### config.mk
export PLATFORM = sky130hd
export DESIGN_NAME = fetch_sequencer
export DESIGN_NICKNAME = d
export VERILOG_FILES = /design/src/rtl/fetch_pkg.sv /design/src/rtl/fetch_wait_timer.sv /design/src/rtl/fetch_sequencer.sv
export SDC_FILE = /design/constraint.sdc
export NUM_CORES = 1
export LEC_CHECK = 0
export CAP_MARGIN = 20
export CORE_AREA = 3 3 40 42
export DETAILED_ROUTE_END_ITERATION = 10
export DIE_AREA = 0 0 43 45
export PLACE_DENSITY_LB_ADDON = 0.25
export SLEW_MARGIN = 5
export SYNTH_ARGS = -nofsm -noshare
export SYNTH_HDL_FRONTEND = slang
export SYNTH_HIERARCHICAL = 1
export SYNTH_SLANG_ARGS = --single-unit
export TNS_END_PERCENT = 20
### constraint.sdc
create_clock -name Clock -period 3.94 [get_ports Clock]
set_input_delay 0.788 -clock Clock [delete_from_list [all_inputs] [get_ports Clock]]
set_output_delay 0.788 -clock Clock [all_outputs]
set_load 0.02 [all_outputs]
### src/rtl/fetch_pkg.sv
// Shared definitions for the instruction fetch sequencer.
// State encoding and default byte-wait timeout.
package fetch_pkg;

  localparam int FETCH_TIMEOUT = 16;

  typedef enum logic [2:0] {
    IDLE,
    REQ_LO,
    REQ_HI,
    DONE,
    ERROR
  } fetch_state_t;

endpackage

### src/rtl/fetch_wait_timer.sv
// Per-byte wait counter for the fetch sequencer.
// Raises tc when TIMEOUT-1 cycles have been waited.
module fetch_wait_timer #(
  parameter int TIMEOUT = 16
) (
  input  logic Clock,
  input  logic Reset,
  input  logic clr,
  input  logic inc,
  output logic tc
);

  localparam int W = $clog2(TIMEOUT);
  localparam logic [W-1:0] LAST = W'(TIMEOUT - 1);

  logic [W-1:0] cnt;

  always_ff @(posedge Clock or negedge Reset) begin
    if (!Reset) begin
      cnt <= '0;
    end else if (clr) begin
      cnt <= '0;
    end else if (inc) begin
      cnt <= cnt + 1'b1;
    end
  end

  assign tc = (cnt == LAST);

endmodule

### src/rtl/fetch_sequencer.sv
// Fetches one 16-bit instruction as two byte reads,
// low byte first, with per-byte timeout and abort.
module fetch_sequencer
  import fetch_pkg::*;
#(
  parameter int TIMEOUT = FETCH_TIMEOUT
) (
  input  logic Clock,
  input  logic Reset,
  input  logic Start,
  input  logic Abort,
  input  logic Clear,
  input  logic MemAck,
  output logic MemReq,
  output logic IR_Write,
  output logic IR_LH,
  output logic PC_Inc,
  output logic Busy,
  output logic InstrValid,
  output logic Error
);

  fetch_state_t state, next;
  logic         tc;
  logic         req;
  logic         clr;

  always_ff @(posedge Clock or negedge Reset) begin
    if (!Reset) begin
      state <= IDLE;
    end else begin
      state <= next;
    end
  end

  always_comb begin
    next = state;
    unique case (state)
      IDLE: begin
        if (Start) next = REQ_LO;
      end
      REQ_LO: begin
        if (Abort)       next = IDLE;
        else if (MemAck) next = REQ_HI;
        else if (tc)     next = ERROR;
      end
      REQ_HI: begin
        if (Abort)       next = IDLE;
        else if (MemAck) next = DONE;
        else if (tc)     next = ERROR;
      end
      DONE: begin
        if (Abort)      next = IDLE;
        else if (Start) next = REQ_LO;
        else            next = IDLE;
      end
      ERROR: begin
        if (Clear) next = IDLE;
      end
      default: next = IDLE;
    endcase
  end

  // Counter is zero on every state change, so it starts fresh per byte.
  assign req = (state == REQ_LO) || (state == REQ_HI);
  assign clr = (next != state);

  fetch_wait_timer #(
    .TIMEOUT(TIMEOUT)
  ) u_timer (
    .Clock(Clock),
    .Reset(Reset),
    .clr  (clr),
    .inc  (req && !clr),
    .tc   (tc)
  );

  always_comb begin
    MemReq     = 1'b0;
    IR_Write   = 1'b0;
    IR_LH      = 1'b0;
    PC_Inc     = 1'b0;
    Busy       = 1'b0;
    InstrValid = 1'b0;
    Error      = 1'b0;
    unique case (state)
      REQ_LO: begin
        MemReq   = 1'b1;
        Busy     = 1'b1;
        IR_Write = MemAck && !Abort;
        PC_Inc   = MemAck && !Abort;
      end
      REQ_HI: begin
        MemReq   = 1'b1;
        Busy     = 1'b1;
        IR_LH    = 1'b1;
        IR_Write = MemAck && !Abort;
        PC_Inc   = MemAck && !Abort;
      end
      DONE: begin
        InstrValid = !Abort;
      end
      ERROR: begin
        Error = 1'b1;
      end
      default: begin
      end
    endcase
  end

endmodule

==> impl_metrics.toml, run 1 <==
[clocking]
cts_resized = 0
clkLatencyLatePin_ns = 0.25
cts_sinks = 7
clk_pin_slew_ns = 0.05
cts_tree = "done"
cts_made_buffers = 3
cts_hold_buf = 0
cts.path.max_buffers = 2
cts_setup_buffers = 0
root_buffer = "clkbuf_4"
cts_max_level = 1

[timing]
period_minus_slack_ns = 3.12
timing_hold_violations_final = 0
skew_ns = 0.000996
setup_viol_count_final = 0
max-slew-margin-rel_pct = 58.0
setup_tns_ns = 0
grt_setup_unrepaired = "no"
timing.hold.ws_ns = 0.566
slew_viol_final = 0
fmax_mhz = 321
tightest_slew_ns = 0.625
fin_crit_sh_pct = 79.1

[setup_path]
cp.arrival_ns = 2.33
crit_fanout = 8
crit_type = "in2out"
crit_path_end_kind = "output port"
cp-start-kind = "input port"
cp.required_ns = 3.15

[logic_synthesis]
ys_ff_latch = 7
synth_cell_type_count = 30
synth_nets = 71
ys_seq_area_share_pct = 32.3
yosys_warnings = 6
synth_area_um2 = 543
syn_area_per_cell_um2 = 8.48
netlist_instances = 64

[power]
leakagePower_nw = 0.302
swShare_pct = 35.7
combPwrFrac_pct = 39.1
p_int_uw = 169
power_density_nw_per_um2 = 387
power_uw = 263
power.share.clock_pct = 23.9
switching_power_uw = 94.0
power_frac_seq_pct = 37.0
ir_drop_mv = 0.196

[hold_path]
hp-class = "reg2reg"

[die]
start_util_pct = 42.3
die_h_um = 45
rows = 13
io_pins = 13
die_x_um = 43
core_area_um2 = 1280
dieArea_um2 = 1940

[drt]
wl_per_cell_um = 12.5
final_antenna_net_count = 0
via_per_inst = 5.39
drc = 0
wl_um = 1130
drt_iter0_markers = 10
first_pass_iters = 5
via_count = 485

[global_route]
antenna_found_initial = 0
track_usage_pct = 14.3
grt_overflow = 0
grt_pass1_wl_um = 2010
grt_max_degree = 16
grt_pass1_vias = 471

[placed_design]
gp_congestion = 0.776
port_buffers = 12
dp_hpwl_um = 883

[layout]
drive_above_1_share_pct = 9.33
syn_to_final_growth_pct = 25.3
layout.nets = 83
antennaDiodeCount = 0
layout_commonest_cell = "clkdlybuf4s50_1"
layout_common_cells = "clkdlybuf4s50_1 (12), nor2_1 (9), dfrtp_1 (7)"

[outcome]
status = "completed"

[run]
cap_violations = 0
-- power by group through the flow --
| stage | registers, mW | logic (mW) | clock network, mW |
|---|---|---|---|
| 2_1_floorplan | 0.0878 | 0.0832 | 0 |
| 3_3_place_gp | 0.0983 | 0.104 | 0 |
| 3_5_place_dp | 0.0986 | 0.104 | 0 |
| 4_1_cts | 0.0973 | 0.104 | 0.0661 |
| 5_1_grt | 0.101 | 0.115 | 0.0684 |
| 6_report | 0.0974 | 0.103 | 0.0629 |
-- state kept, by name, summed over array words and instances, names as in the netlist --
register and count:
state 3, u_timer/cnt 4
-- cells in the mapped netlist --
cell / count / share of area (%)
nor2_1: 9 / 6.2
dfrtp_1: 7 / 32
a21oi_1: 4 / 3.7
inv_1: 4 / 2.8
nand2b_1: 4 / 4.6
nor3_1: 4 / 3.7
mux2i_1: 3 / 5.5
a21o_1: 2 / 2.8
and3_1: 2 / 2.3
buf_4: 2 / 2.8
nand2_1: 2 / 1.4
nor2b_1: 2 / 2.3
o22ai_1: 2 / 2.3
a21bo_2: 1 / 1.8
a221oi_1: 1 / 1.6
a221oi_2: 1 / 2.8
a22oi_1: 1 / 1.4
a32oi_1: 1 / 1.6
buf_1: 1 / 0.69
buf_2: 1 / 0.92
clkbuf_1: 1 / 0.69
ha_1: 1 / 2.3
mux2_2: 1 / 2.1
mux2_4: 1 / 2.8
nand3b_1: 1 / 1.4
nand4_1: 1 / 1.2
nor3b_1: 1 / 1.4
o2bb2ai_1: 1 / 1.6
or3b_1: 1 / 1.6
xnor2_1: 1 / 1.6
-- worst max-delay path, cell delays in order --
cell and delay (ns):
clkdlybuf4s50_1 0.53, nand2b_1 0.25, nor2_1 0.14, clkdlybuf4s50_1 0.62
-- layer usage --
| layer | vias to the layer above | wire, um | track usage (%) |
|---|---|---|---|
| met3 | 4 | 73 | 6.77 |
| met1 | 224 | 507 | 16.5 |
| met4 | 0 | 14 | 7.23 |
| met2 | 10 | 531 | 22.2 |
| met5 | - | 0 | 0 |
| li1 | 247 | - | - |
-- final timing paths --
check                                            from                         end  slack, ns  cells after the start
min                        u_timer/cnt[1]$_DFFE_PN0P_  u_timer/cnt[1]$_DFFE_PN0P_       0.57                      2
min reg2reg                u_timer/cnt[1]$_DFFE_PN0P_  u_timer/cnt[1]$_DFFE_PN0P_       0.57                      2
min in group asynchronous                       Reset          state[0]$_DFF_PN0_       0.79                      1
max reg2reg                u_timer/cnt[0]$_DFFE_PN0P_  u_timer/cnt[3]$_DFFE_PN0P_       1.50                      8
max                                             Abort                      PC_Inc       0.82                      4
max in group asynchronous                       Reset          state[1]$_DFF_PN0_       2.91                      1
-- final cells by class --
type,count,area [um2]
multi-input cells,48,325
fillers,138,604
flip-flops and latches,7,175
inverters,4,15.0
well taps,15,18.8
clock buffers,4,26.3
repair buffers,12,120
-- per-stage QoR --
step | instance area (um2) | utilization, % | cells | setup slack [ns]
3_3_place_gp | 654 | 50.9 | 86 | 0.863
3_5_place_dp | 654 | 50.9 | 86 | 0.837
2_1_floorplan | 543 | - | 64 | 1.62
6_report | 681 | 53.0 | 90 | 0.822
5_1_grt | 681 | 53.0 | 90 | 0.752
4_1_cts | 681 | 53.0 | 90 | 0.827
-- kinds of logic (layout without fill, tap and decap cells) --
family	after synthesis	after routing	share of synthesized area, %
simple gates	27	27	26.0
buf+inv	9	20	7.83
flops	7	7	32.3
fa+ha+maj	1	1	2.30
compound gates	14	14	19.6
xor+xnor	1	1	1.61
mux	5	5	10.4
No activity file was read; power rests on OpenSTA's default activity.
==> run 2: changes to the inputs <==
- clock period: 3.94 -> 2.87 ns (I/O delays scaled with it)
==> impl_metrics.toml, run 2 (synthesis gave the netlist of run 1 again) <==
[clocking]
clk_pin_slew_ns = 0.05
root_buffer = "clkbuf_4"
cts_made_buffers = 3
cts_hold_buf = 0
cts_tree = "done"
cts.path.max_buffers = 2
clkLatencyLatePin_ns = 0.25
cts_resized = 0
cts_sinks = 7
cts_max_level = 1
cts_setup_buffers = 0

[die]
core_area_um2 = 1280
io_pins = 13
start_util_pct = 42.3
rows = 13
die_h_um = 45
dieArea_um2 = 1940
die_x_um = 43

[timing]
timing.final.ws_setup_ns = 0.191
skew_ns = 0.00552
timing.hold.ws_ns = 0.556
slew_viol_final = 0
max-slew-margin-rel_pct = 77.2
timing_hold_violations_final = 0
period_minus_slack_ns = 2.68
setup_tns_ns = 0
setup_viol_count_final = 0
fin_crit_sh_pct = 93.3
fmax_mhz = 373
grt_setup_unrepaired = "no"
tightest_slew_ns = 0.341

[placed_design]
dpl-instance-area_um2 = 684
gp_congestion = 0.730
dp_cells = 90
port_buffers = 12
place_ws_ns = 0.177
dp_hpwl_um = 890

[drt]
drt_iter0_markers = 15
via_per_inst = 5.33
wl_um = 1140
drc = 0
final_antenna_net_count = 0
wl_per_cell_um = 12.1
first_pass_iters = 4
via_count = 501

[layout]
layout_common_cells = "clkdlybuf4s50_1 (12), nor2_1 (9), dfrtp_1 (7)"
antennaDiodeCount = 0
fin_util_pct = 55.3
syn_to_final_growth_pct = 30.9
fillers = 120
layout.nets = 87
finalNonFillerCells = 94
drive_above_1_share_pct = 13.9
reg_top3 = "u_timer/cnt (4), state (3)"
stdcell_area_um2 = 711
top_register = "u_timer/cnt"
largest_reg_flops = 4
multi_input_area_um2 = 325
register_area_um2 = 175
layout_commonest_cell = "clkdlybuf4s50_1"

[setup_path]
cp.required_ns = 2.30
cp-start-kind = "input port"
crit_path_end_kind = "output port"
crit_type = "in2out"
crit_buf_inv = 2
crit_fanout = 8
path_delay_family = "buffers and inverters"
cp.arrival_ns = 2.10
critPathSlowestCell = "clkdlybuf4s50_1"
cpPeakStageDelay_ns = 0.62
cp_common_cell = "clkdlybuf4s50_1"
critical_path.cell_chain = "clkdlybuf4s50_1, nand2b_1, nor2_1, clkdlybuf4s50_1"

[global_route]
grt_pass1_wl_um = 1990
track_usage_pct = 13.6
antenna_found_initial = 0
grt_overflow = 0
grt_max_degree = 14
grt_pass1_vias = 470

[outcome]
status = "completed"

[run]
cap_violations = 0

[power]
power_density_nw_per_um2 = 538
power_uw = 383
leakagePower_nw = 0.323
ir_drop_mv = 0.380

[hold_path]
hp-class = "reg2reg"
run 2: cell types whose count changed in the layout (fill, tap and decap cells not counted):
| cell | delta |
|---|---|
| buf_4 | +4 |
run 2: cell type report:
type,count,area share [%]
clock buffer,4,3.70
inverter,4,2.11
sequential,7,24.6
multi-input combinational,48,45.8
timing repair buffer,16,21.1
tap,15,2.64
run 2: per-layer routing:
metal / global-route usage, % / part of all wire (%)
met5: 0 / 0
met4: 3.61 / 0
met2: 23.1 / 51
met1: 16.5 / 45
met3: 4.78 / 4.6
run 2: worst paths after layout:
path | from | end | slack [ns] | cells after the start
max in group asynchronous | Reset | u_timer/cnt[2]$_DFFE_PN0P_ | 2.02 | 1
min in group asynchronous | Reset | state[0]$_DFF_PN0_ | 0.59 | 1
min reg2reg | u_timer/cnt[1]$_DFFE_PN0P_ | u_timer/cnt[1]$_DFFE_PN0P_ | 0.56 | 2
max | Abort | IR_Write | 0.19 | 4
min | u_timer/cnt[1]$_DFFE_PN0P_ | u_timer/cnt[1]$_DFFE_PN0P_ | 0.56 | 2
max reg2reg | u_timer/cnt[0]$_DFFE_PN0P_ | u_timer/cnt[3]$_DFFE_PN0P_ | 0.66 | 8
run 2: report_power, final:
part | leakage [nW] | total [mW] | internal, mW | switching, mW
clock network | 0.0150 | 0.0869 | 0.0529 | 0.0340
registers | 0.0956 | 0.118 | 0.110 | 0.00874
logic | 0.212 | 0.177 | 0.0864 | 0.0910
total | 0.323 | 0.383 | 0.249 | 0.134
run 2: worst min-delay path: stages, from the launching register on:
cell,delay (ns)
dfrtp_1,0.36
mux2i_1,0.07
nor2_1,0.08
==> run 3: changes to the inputs <==
- ABC_AREA: default -> 1
==> impl_metrics.toml, run 3 <==
[outcome]
status = "completed"

[clocking]
cts_max_level = 1
cts_resized = 0
cts_sinks = 7
cts_setup_buffers = 0
clk_pin_slew_ns = 0.05
cts_tree = "done"
cts_hold_buf = 0
clkLatencyLatePin_ns = 0.25
cts_made_buffers = 3
root_buffer = "clkbuf_4"
cts.path.max_buffers = 2

[logic_synthesis]
ys_seq_area_share_pct = 32.2
synth-xor-area-share_pct = 0
synthMuxAreaShare_pct = 0
yosys_warnings = 6
ys.flop_type = "dfrtp_1"
synth_area_um2 = 544
synth_simple_gate_area_share_pct = 45.1
yosys-top-cells-count = "nand2_1 (20), inv_1 (16), nor2_1 (10)"
synth_edf_count = 0
synth_top_family_by_area = "simple AND/OR/NAND/NOR gates"
synth_compound_area_share_pct = 5.98
yosysTopAreaCellShare_pct = 32.2
syn_area_per_cell_um2 = 6.64
synth_cell_type_count = 17
ys_ff_latch = 7
synth.area.top_cells = "dfrtp_1 (32%), nand2_1 (14%), inv_1 (11%)"
synth_nets = 89
synth_top_cell_by_area = "dfrtp_1"
synth.most_common_cell = "nand2_1"
synth-adder-area-share_pct = 2.30
netlist_instances = 82
synth-async-reset-ratio_pct = 100

[power]
ir_drop_mv = 0.313
leakagePower_nw = 0.366
power_uw = 423
power_density_nw_per_um2 = 609

[timing]
tightest_slew_ns = 0.314
fmax_mhz = 395
grt_setup_unrepaired = "no"
slew_viol_final = 0
skew_ns = 0.00464
setup_viol_count_final = 0
setup_tns_ns = 0
period_minus_slack_ns = 2.53
timing_hold_violations_final = 0
max-slew-margin-rel_pct = 79.0
fin_crit_sh_pct = 88.2

[global_route]
grt_overflow = 0
grt_pass1_vias = 504
grt_max_degree = 8
antenna_found_initial = 0
grt_pass1_wl_um = 1950
track_usage_pct = 13.7

[die]
die_h_um = 45
rows = 13
core_area_um2 = 1280
start_util_pct = 42.4
dieArea_um2 = 1940
io_pins = 13
die_x_um = 43

[setup_path]
crit_type = "in2out"
cp-start-kind = "input port"
cp.required_ns = 2.30
crit_fanout = 3
cp.arrival_ns = 1.96
crit_path_end_kind = "output port"

[hold_path]
hp-class = "reg2reg"

[layout]
syn_to_final_growth_pct = 27.6
drive_above_1_share_pct = 15.6
reg_top3 = "u_timer/cnt (4), state (3)"
fin_util_pct = 54.0
fillers = 142
layout_commonest_cell = "nand2_1"
top_register = "u_timer/cnt"
layout_common_cells = "nand2_1 (20), inv_1 (16), clkdlybuf4s50_1 (12)"
layout.nets = 104
largest_reg_flops = 4
antennaDiodeCount = 0

[placed_design]
gp_congestion = 0.840
dp_hpwl_um = 927
port_buffers = 12

[drt]
drt_iter0_markers = 10
first_pass_iters = 4
wl_per_cell_um = 9.98
drc = 0
via_per_inst = 4.74
final_antenna_net_count = 0
wl_um = 1110
via_count = 526

[run]
cap_violations = 0
run 3: changes by cell type after synthesis, moves of 4 or more:
| cell | before | now |
|---|---|---|
| nand3_1 | 0 | 6 |
| nand2b_1 | 4 | 0 |
| nor2_2 | 0 | 4 |
| nand2_1 | 2 | 20 |
| nor3_1 | 4 | 0 |
| inv_1 | 4 | 16 |
run 3: cell type report:
cell class	instances	area (um2)	share of cell area, %
clock buffer	4	26.3	3.78
tap	15	18.8	2.70
inverter	17	63.8	9.19
multi-input combinational	56	290	41.8
sequential	7	175	25.2
timing repair buffer	12	120	17.3
run 3: per-layer routing:
metal	part of all wire (%)	global-route usage, %	up-vias	routed length (um)
met1	41	15.6	235	459
met4	1.1	10.8	0	12
met5	0	0	-	0
met2	53	22.8	11	585
li1	-	-	278	-
met3	4.6	2.39	2	51
run 3: through the flow:
stage / instances / hold slack (ns) / setup WS, ns / cell area, um2
6_report: 111 / 0.527 / 0.340 / 694
4_1_cts: 111 / 0.526 / 0.317 / 694
5_1_grt: 111 / 0.544 / 0.197 / 694
3_5_place_dp: 107 / 0.516 / 0.325 / 668
2_1_floorplan: 82 / 0.278 / 0.916 / 544
3_3_place_gp: 107 / 0.492 / 0.336 / 668
run 3: path summary, 6_finish.rpt:
kind | startpoint | endpoint | slack, ns | depth (start not counted)
hold / removal | u_timer/cnt[1]$_DFFE_PN0P_ | u_timer/cnt[1]$_DFFE_PN0P_ | 0.53 | 2
setup / recovery | Abort | IR_Write | 0.34 | 5
hold reg to reg | u_timer/cnt[1]$_DFFE_PN0P_ | u_timer/cnt[1]$_DFFE_PN0P_ | 0.53 | 2
setup reg to reg | u_timer/cnt[0]$_DFFE_PN0P_ | u_timer/cnt[3]$_DFFE_PN0P_ | 0.81 | 17
max in group asynchronous | Reset | state[1]$_DFF_PN0_ | 2.05 | 1
min in group asynchronous | Reset | state[0]$_DFF_PN0_ | 0.58 | 1
run 3: power breakdown:
part	leakage [nW]	total (mW)	switching (mW)	internal, mW
logic	0.256	0.203	0.124	0.0790
clock network	0.0150	0.0872	0.0343	0.0529
registers	0.0943	0.132	0.0174	0.115
total	0.366	0.423	0.176	0.247
run 3: kinds of logic (layout without fill, tap and decap cells):
group / Yosys count / after routing
AOI/OAI and AO/OA: 6 / 6
adders and majority gates: 1 / 1
DFF: 7 / 7
buffers and inverters: 19 / 33
and+or+nand+nor: 49 / 49
run 3: worst max-delay path: stages:
cell	delay [ns]
clkdlybuf4s50_1	0.44
inv_1	0.11
nand2_1	0.07
nor2_1	0.14
clkdlybuf4s50_1	0.62
